[config.mk]
export PLATFORM = sky130hd
export DESIGN_NAME = fleet_placement_ctrl
export DESIGN_NICKNAME = d
export VERILOG_FILES = /design/src/rtl/fleet_placement_ctrl.sv
export SDC_FILE = /design/constraint.sdc
export NUM_CORES = 1
export LEC_CHECK = 0
export ABC_AREA = 1
export BUFFER_PORTS_ARGS = -buffer_cell sky130_fd_sc_hd__buf_4
export CORE_MARGIN = 5
export CORE_UTILIZATION = 57
export DETAILED_ROUTE_END_ITERATION = 16
export GPL_TIMING_DRIVEN = 0
export MAX_ROUTING_LAYER = met4
export PLACE_DENSITY = 0.84
export SLEW_MARGIN = 20
export SYNTH_ARGS = -nofsm -noshare
export SYNTH_HDL_FRONTEND = slang
export SYNTH_SLANG_ARGS = --single-unit
[constraint.sdc]
create_clock -name clk -period 5.8 [get_ports clk]
set_clock_uncertainty 0.2 [all_clocks]
set_input_delay 0.87 -clock clk [delete_from_list [all_inputs] [get_ports clk]]
set_output_delay 0.87 -clock clk [all_outputs]
set_load 0.005 [all_outputs]
[src/rtl/fleet_placement_ctrl.sv]
// ============================================================================
// Module   : fleet_placement_ctrl
// Purpose  : Fleet placement controller for a two-player board game. Walks
//            each player through direction, orientation and x/y entry for
//            every ship of the fleet, hands each candidate placement to an
//            external validator and emits a store pulse for accepted pieces.
// Options  : PLACE_CANCEL_EN - adds a 'cancel' strobe that returns the FSM
//            to DIR from ORI, DEF_X, DEF_Y or CHECK.
// Ports    : clk, reset (async, active-low)
//            start, mode, enter, select, coord_in  - user controls
//            chk_done, chk_conflict                - validator handshake in
//            x, y, tipo, direcao, orientacao, jogador - current piece
//            chk_req                               - validator request
//            wr_en, coord_err, conflict, ready     - status pulses / levels
//            state                                 - FSM state code
// Revision : 1.0 - initial release
// ============================================================================
`timescale 1ns/1ps
`default_nettype none

module fleet_placement_ctrl #(
    parameter int                              COORD_W    = 4,
    parameter int                              BOARD_N    = 8,
    parameter int                              NUM_TYPES  = 5,
    parameter int                              QTY_W      = 3,
    parameter logic [NUM_TYPES*QTY_W-1:0]      FLEET_QTY  = {3'd1, 3'd1, 3'd2, 3'd2, 3'd5},
    parameter int                              NUM_ORIENT = 5
) (
    input  logic               clk,
    input  logic               reset,
`ifdef PLACE_CANCEL_EN
    input  logic               cancel,
`endif
    input  logic               start,
    input  logic               mode,
    input  logic               enter,
    input  logic               select,
    input  logic [COORD_W-1:0] coord_in,
    input  logic               chk_done,
    input  logic               chk_conflict,
    output logic [COORD_W-1:0] x,
    output logic [COORD_W-1:0] y,
    output logic [2:0]         tipo,
    output logic               direcao,
    output logic [2:0]         orientacao,
    output logic               jogador,
    output logic               chk_req,
    output logic               wr_en,
    output logic               coord_err,
    output logic               conflict,
    output logic               ready,
    output logic [2:0]         state
);

    localparam int                 TYPE_W    = 3;
    localparam logic [COORD_W:0]   BOARD_LIM = (COORD_W+1)'(BOARD_N);
    localparam logic [2:0]         ORI_MAX   = 3'(NUM_ORIENT - 1);

    typedef enum logic [2:0] {
        IDLE  = 3'd0,
        DIR   = 3'd1,
        ORI   = 3'd2,
        DEF_X = 3'd3,
        DEF_Y = 3'd4,
        CHECK = 3'd5,
        STORE = 3'd6,
        DONE  = 3'd7
    } state_t;

    // Ship count configured for a given type.
    function automatic logic [QTY_W-1:0] qty_of(input logic [TYPE_W-1:0] sel);
        logic [QTY_W-1:0] r;
        r = '0;
        for (int t = 0; t < NUM_TYPES; t++) begin
            if (int'(sel) == t) r = FLEET_QTY[t*QTY_W +: QTY_W];
        end
        return r;
    endfunction

    // True when some type at index >= from has a non-zero quantity.
    function automatic logic has_type(input int from);
        logic r;
        r = 1'b0;
        for (int t = 0; t < NUM_TYPES; t++) begin
            if (t >= from && FLEET_QTY[t*QTY_W +: QTY_W] != '0) r = 1'b1;
        end
        return r;
    endfunction

    // Lowest type index >= from with a non-zero quantity (0 when none).
    function automatic logic [TYPE_W-1:0] next_type(input int from);
        logic [TYPE_W-1:0] r;
        r = '0;
        for (int t = NUM_TYPES - 1; t >= 0; t--) begin
            if (t >= from && FLEET_QTY[t*QTY_W +: QTY_W] != '0) r = TYPE_W'(t);
        end
        return r;
    endfunction

    state_t             cur_state, nxt_state;
    logic [COORD_W-1:0] x_nxt, y_nxt;
    logic [TYPE_W-1:0]  tipo_nxt;
    logic [QTY_W-1:0]   cnt, cnt_nxt, cnt_inc;
    logic               dir_nxt;
    logic [2:0]         ori_nxt;
    logic               jog_nxt;
    logic               mode_lat, mode_nxt;
    logic               coord_err_nxt, conflict_nxt;
    logic               coord_ok;
    logic               last_player;
    logic               more_types;
    logic [TYPE_W-1:0]  first_type, adv_type;

    assign coord_ok    = {1'b0, coord_in} < BOARD_LIM;
    assign last_player = mode_lat;
    assign cnt_inc     = cnt + QTY_W'(1);
    // Zero-quantity types are skipped both at session/player start and when
    // advancing, so no placement is ever requested for them.
    assign first_type  = next_type(0);
    assign adv_type    = next_type(int'(tipo) + 1);
    assign more_types  = has_type(int'(tipo) + 1);

    // Level outputs decoded directly from the state so that they follow the
    // asynchronous reset without an extra register stage.
    assign state   = cur_state;
    assign chk_req = (cur_state == CHECK);
    assign wr_en   = (cur_state == STORE);
    assign ready   = (cur_state == DONE);

    always_comb begin
        nxt_state     = cur_state;
        x_nxt         = x;
        y_nxt         = y;
        tipo_nxt      = tipo;
        cnt_nxt       = cnt;
        dir_nxt       = direcao;
        ori_nxt       = orientacao;
        jog_nxt       = jogador;
        mode_nxt      = mode_lat;
        coord_err_nxt = 1'b0;
        conflict_nxt  = 1'b0;

        case (cur_state)
            IDLE, DONE: begin
                if (start) begin
                    nxt_state = DIR;
                    tipo_nxt  = first_type;
                    cnt_nxt   = '0;
                    jog_nxt   = 1'b0;
                    mode_nxt  = mode;
                end
            end
            DIR: begin
                if (enter)       nxt_state = ORI;
                else if (select) dir_nxt   = ~direcao;
            end
            ORI: begin
                if (enter)       nxt_state = DEF_X;
                else if (select) ori_nxt   = (orientacao == ORI_MAX) ? 3'd0 : orientacao + 3'd1;
            end
            DEF_X: begin
                if (enter) begin
                    if (coord_ok) begin
                        x_nxt     = coord_in;
                        nxt_state = DEF_Y;
                    end else begin
                        coord_err_nxt = 1'b1;
                    end
                end
            end
            DEF_Y: begin
                if (enter) begin
                    if (coord_ok) begin
                        y_nxt     = coord_in;
                        nxt_state = CHECK;
                    end else begin
                        coord_err_nxt = 1'b1;
                    end
                end
            end
            CHECK: begin
                if (chk_done) begin
                    if (chk_conflict) begin
                        conflict_nxt = 1'b1;
                        nxt_state    = DEF_X;
                    end else begin
                        nxt_state = STORE;
                    end
                end
            end
            STORE: begin
                nxt_state = DIR;
                if (cnt_inc == qty_of(tipo)) begin
                    cnt_nxt = '0;
                    if (more_types) begin
                        tipo_nxt = adv_type;
                    end else if (jogador == last_player) begin
                        nxt_state = DONE;
                    end else begin
                        jog_nxt  = 1'b1;
                        tipo_nxt = first_type;
                    end
                end else begin
                    cnt_nxt = cnt_inc;
                end
            end
            default: nxt_state = IDLE;
        endcase

`ifdef PLACE_CANCEL_EN
        // Cancel wins over everything else: throw away any pending update
        // and return to direction entry with coordinates and progress intact.
        if (cancel && (cur_state == ORI || cur_state == DEF_X ||
                       cur_state == DEF_Y || cur_state == CHECK)) begin
            nxt_state     = DIR;
            x_nxt         = x;
            y_nxt         = y;
            tipo_nxt      = tipo;
            cnt_nxt       = cnt;
            dir_nxt       = direcao;
            ori_nxt       = orientacao;
            coord_err_nxt = 1'b0;
            conflict_nxt  = 1'b0;
        end
`endif
    end

    always_ff @(posedge clk or negedge reset) begin
        if (!reset) begin
            cur_state  <= IDLE;
            x          <= '0;
            y          <= '0;
            tipo       <= '0;
            cnt        <= '0;
            direcao    <= 1'b0;
            orientacao <= 3'd0;
            jogador    <= 1'b0;
            mode_lat   <= 1'b0;
            coord_err  <= 1'b0;
            conflict   <= 1'b0;
        end else begin
            cur_state  <= nxt_state;
            x          <= x_nxt;
            y          <= y_nxt;
            tipo       <= tipo_nxt;
            cnt        <= cnt_nxt;
            direcao    <= dir_nxt;
            orientacao <= ori_nxt;
            jogador    <= jog_nxt;
            mode_lat   <= mode_nxt;
            coord_err  <= coord_err_nxt;
            conflict   <= conflict_nxt;
        end
    end

endmodule

`default_nettype wire

==> results.md <==
- Relative to the synthesized area, the layout overhead comes to 22.34%.
- The least setup slack across all paths after layout is 3447 ps.
- The global router's overall resource usage is 19.99%.
- The number of global-route vias before repair is 1296.
- The global-route wire length before repair is 5444 um.
- The area share of the leading cell type in the synthesized netlist is 42.30%.
- In this run, CTS created clock tree buffers numbering 3.
- TritonCTS built the clock tree.
- In this run the tightest slew margin relative to its limit is 71.95%.
- The post-place setup slack is 3591 ps.
- The tightest hold path in the finished design has a slack of 216.1 ps.
- The flow ran to the end, and the final reports show no timing, DRC or antenna violations.
- For the finished layout, the period the worst path requires is 2353 ps.
- In this run the worst path has a maximum fanout of 8.
- Counting flops and latches in the post-synthesis netlist gives 25.
- At the worst endpoint, the arrival time is 1280 ps.
- The net total in the final layout is 261.
- Power comes to 0.7729 mW.
- The later pin in the worst-skew pair is clocked with a latency of 320 ps.
- The synthesized netlist devotes 31.13% of its cell area to simple gates.
- The detail route stage leaves a number of antenna-violating nets equal to 0.
- The number of clock sinks seen by CTS is 25.
- Among cell families on the critical path, the largest total delay comes from flip-flops.
- The violation count after the first detailed-routing iteration is 40.
- The count of standard-cell rows is 18.
- The detailed placement HPWL is 2505 um.
- The global placement routability congestion is 0.8626.
- The total setup buffers inserted after CTS is 0.
- The highest cell delay on the worst timing path is 570 ps.
- In this run the static leakage power is 0.9909 nW.
- CTS placed an instance of sky130_fd_sc_hd__clkbuf_4 at the clock tree root.
- Of the total synthesized cell area, the portion taken by full adders, half adders and majority gates is 6.768%.
- The kind of start point of the critical path is a register.
- Setup repair after global routing left no endpoint under its margin.
- Wires add up to 3112 um.
- The worst vdd rail ir drop is 0.0003278 V.
- The die is 60.94 um wide.
- The number of inserted diodes is 0.
- The worst-path cell with the longest stage delay is sky130_fd_sc_hd__dfrtp_1.
- In this run the tool buffered the top-level ports with 35 buffer cells.
- The max-capacitance violation count is 0.
- The netlist uses 23 different library cells.
- The synthesized net count is 221.
- The count of instances resized after the clock tree is built is 0.
- In the routed design, unresolved DRC markers number 0.
- The clock passes through at most 2 buffers.
- The area fraction in compound gates after synthesis is 10.07%.
- The share of cell area taken by muxes after synthesis is 0%.
- Setup violations remaining at the end of the flow were counted as 0.
- The required time of the critical path is 4730 ps.
- The part of the Yosys area used for sequential elements is 42.30%.
- The transition at the pin with the smallest max-transition slack is 418.4 ps.
- Dividing the final minimum period by the clock period gives 40.57%.
- The total standard cell area after synthesis is 1479 sq um.
- Derived from the worst setup path, the maximum achievable clock frequency is 425.0 MHz.
- In this run the vertical extent of the chip is 60.94 um.
- The global route total overflow is 0.
- The commonest register cell after synthesis is sky130_fd_sc_hd__dfrtp_1.
- The min-delay analysis places its worst path in the category input pin to async pin.
- The final count of pins violating max slew is 0.
- The largest total area in the synthesized netlist belongs to sky130_fd_sc_hd__dfrtp_1.
- The area of the die is 3713 sq um.
- After clock tree synthesis, the clock-pin slew on the worst setup and hold paths is 140 ps.
- The average wire per cell in the routed design is 11.53 um.
- In this run the number of H-tree levels came out at 1.
- The commonest cells after synthesis are 60 x sky130_fd_sc_hd__nand2_1, 34 x sky130_fd_sc_hd__inv_1, 25 x sky130_fd_sc_hd__dfrtp_1, 18 x sky130_fd_sc_hd__nor2_1, 14 x sky130_fd_sc_hd__nand3_1.
- Power spread over the standard cell area amounts to 427.2 nW/um^2.
- The post-synthesis cell count is 201.
- The total area inside the core boundary comes to 2477 sq um.
- The kind of end point of the critical path is a primary output.
- The critical path is of the register to primary output type.
- The number of synthesis warnings is 0.
- The dominant cell by count in the synthesized netlist is sky130_fd_sc_hd__nand2_1.
- After synthesis, the share of flip-flops with an asynchronous set or reset is 100.0%.
- The detailed-router iteration count before antenna repair is 4.
- The synthesized area per cell is 7.358 sq um.
- The number of buffers and inverters on the critical path is 1.
- Detailed routing inserted a total of 1345 vias.
- The xor and xnor area share after synthesis is 0.5922%.
- The share of post-route cells with drive strength above 1 is 22.08%.
- After clock tree synthesis, the flow added hold-fix buffers numbering 0.
- The initial antenna violation count is 0.
- The number of vias per cell is 4.981.
- The number of hold violations in the final report is 0.
- Adding up every negative setup slack in the final design gives 0 ps.
- By area, the combinational part of the netlist is dominated by simple AND/OR/NAND/NOR gates.
- Entering global routing, the biggest net connects 26 pins.
- The initial utilization of the core area, before any placement, comes to 59.70%.
- Traced cell by cell, the critical path runs through nand2_1 -> nor2_2 -> buf_4.
- Counting flops with a built-in enable in the synthesized netlist gives 0.
- The number of top-level pins is 36.
- The number of filler instances in the final layout is 219.
- Yosys attributes the largest share of cell area to sky130_fd_sc_hd__dfrtp_1 42%, sky130_fd_sc_hd__nand2_1 15%, sky130_fd_sc_hd__inv_1 8.6%.
[state kept, by name, indices dropped and copies added, names as in the netlist, 3 cells and up]
name / cells
tipo: 3
y: 4
x: 4
state: 3
orientacao: 3
cnt: 3
[cell families after synthesis]
group                    count (synthesis)
flip-flops                              25
buffers and inverters                   36
AO/OA/AOI/OAI                           25
adder cells (fa/ha/maj)                  8
XOR/XNOR                                 1
AND/OR/NAND/NOR                        106
[worst register-to-register path, stage by stage (launching register included)]
cell and delay (ps):
sky130_fd_sc_hd__dfrtp_1 470, sky130_fd_sc_hd__ha_1 260, sky130_fd_sc_hd__ha_1 210, sky130_fd_sc_hd__nor2_1 210, sky130_fd_sc_hd__nand2_1 110, sky130_fd_sc_hd__nand2_1 70, sky130_fd_sc_hd__nand2_1 40, sky130_fd_sc_hd__inv_1 80
sky130_fd_sc_hd__nand3_1 80, sky130_fd_sc_hd__nand2_1 210, sky130_fd_sc_hd__nand2_2 90, sky130_fd_sc_hd__nand2_1 70, sky130_fd_sc_hd__nand2_1 50
[power by group]
part / internal, mW / switching (mW) / total [mW]
clock: 0.0264 / 0.0554 / 0.0818
combinational: 0.175 / 0.221 / 0.396
sequential: 0.236 / 0.0590 / 0.295
total: 0.438 / 0.335 / 0.773
[per-layer routing]
| metal | part of all wire [%] | GRT usage [%] | routed length [um] |
|---|---|---|---|
| met2 | 49 | 32.37 | 1530 |
| met3 | 3.6 | 1.915 | 111 |
| met4 | 0.96 | 6.502 | 30 |
| met1 | 46 | 26.29 | 1440 |
| met5 | 0 | - | 0 |
[metrics by stage]
stage          cells  instance area (sq um)  utilization (%)
2_1_floorplan    201                   1479                -
4_1_cts          270                   1809            73.03
5_1_grt          270                   1809            73.03
3_3_place_gp     266                   1779            71.82
3_5_place_dp     266                   1779            71.82
6_report         270                   1809            73.03
[final cells by class]
| type | count | area, sq um | share of cell area, % |
|---|---|---|---|
| Sequential cell | 25 | 625.6 | 34.58 |
| Multi-Input combinational cell | 140 | 718.2 | 39.70 |
| Tap cell | 30 | 37.54 | 2.075 |
| Inverter | 36 | 135.1 | 7.469 |
| Clock inverter | 1 | 7.507 | 0.4149 |
| Timing Repair Buffer | 35 | 262.8 | 14.52 |
| Clock buffer | 3 | 22.52 | 1.245 |
[path summary, 6_finish.rpt]
path                           from  cells after the start       end  slack (ps)
max                        state[0]                      3   chk_req        3450
min                           reset                      1    cnt[2]         220
max reg2reg                 tipo[0]                     12   tipo[2]        3550
min reg2reg                 direcao                      1   direcao         300
max in group asynchronous     reset                      1  conflict        4950
min in group clk            direcao                      1   direcao         300
[placed cells by master (no fill, tap or decap), drive strengths merged]
cell | netlist | layout
a21oi | 4 | 4
o22ai | 2 | 2
nand3 | 14 | 14
nor3 | 4 | 4
xor2 | 1 | 1
nand2 | 64 | 64
nor4 | 1 | 1
ha | 8 | 8
o21ai | 18 | 18
a21boi | 1 | 1
or2 | 1 | 1
inv | 36 | 36
nand4 | 1 | 1
clkinvlp | 0 | 1
nor2 | 21 | 21
clkbuf | 0 | 3
dfrtp | 25 | 25
buf | 0 | 35
Power figures use the tool's default switching activity.
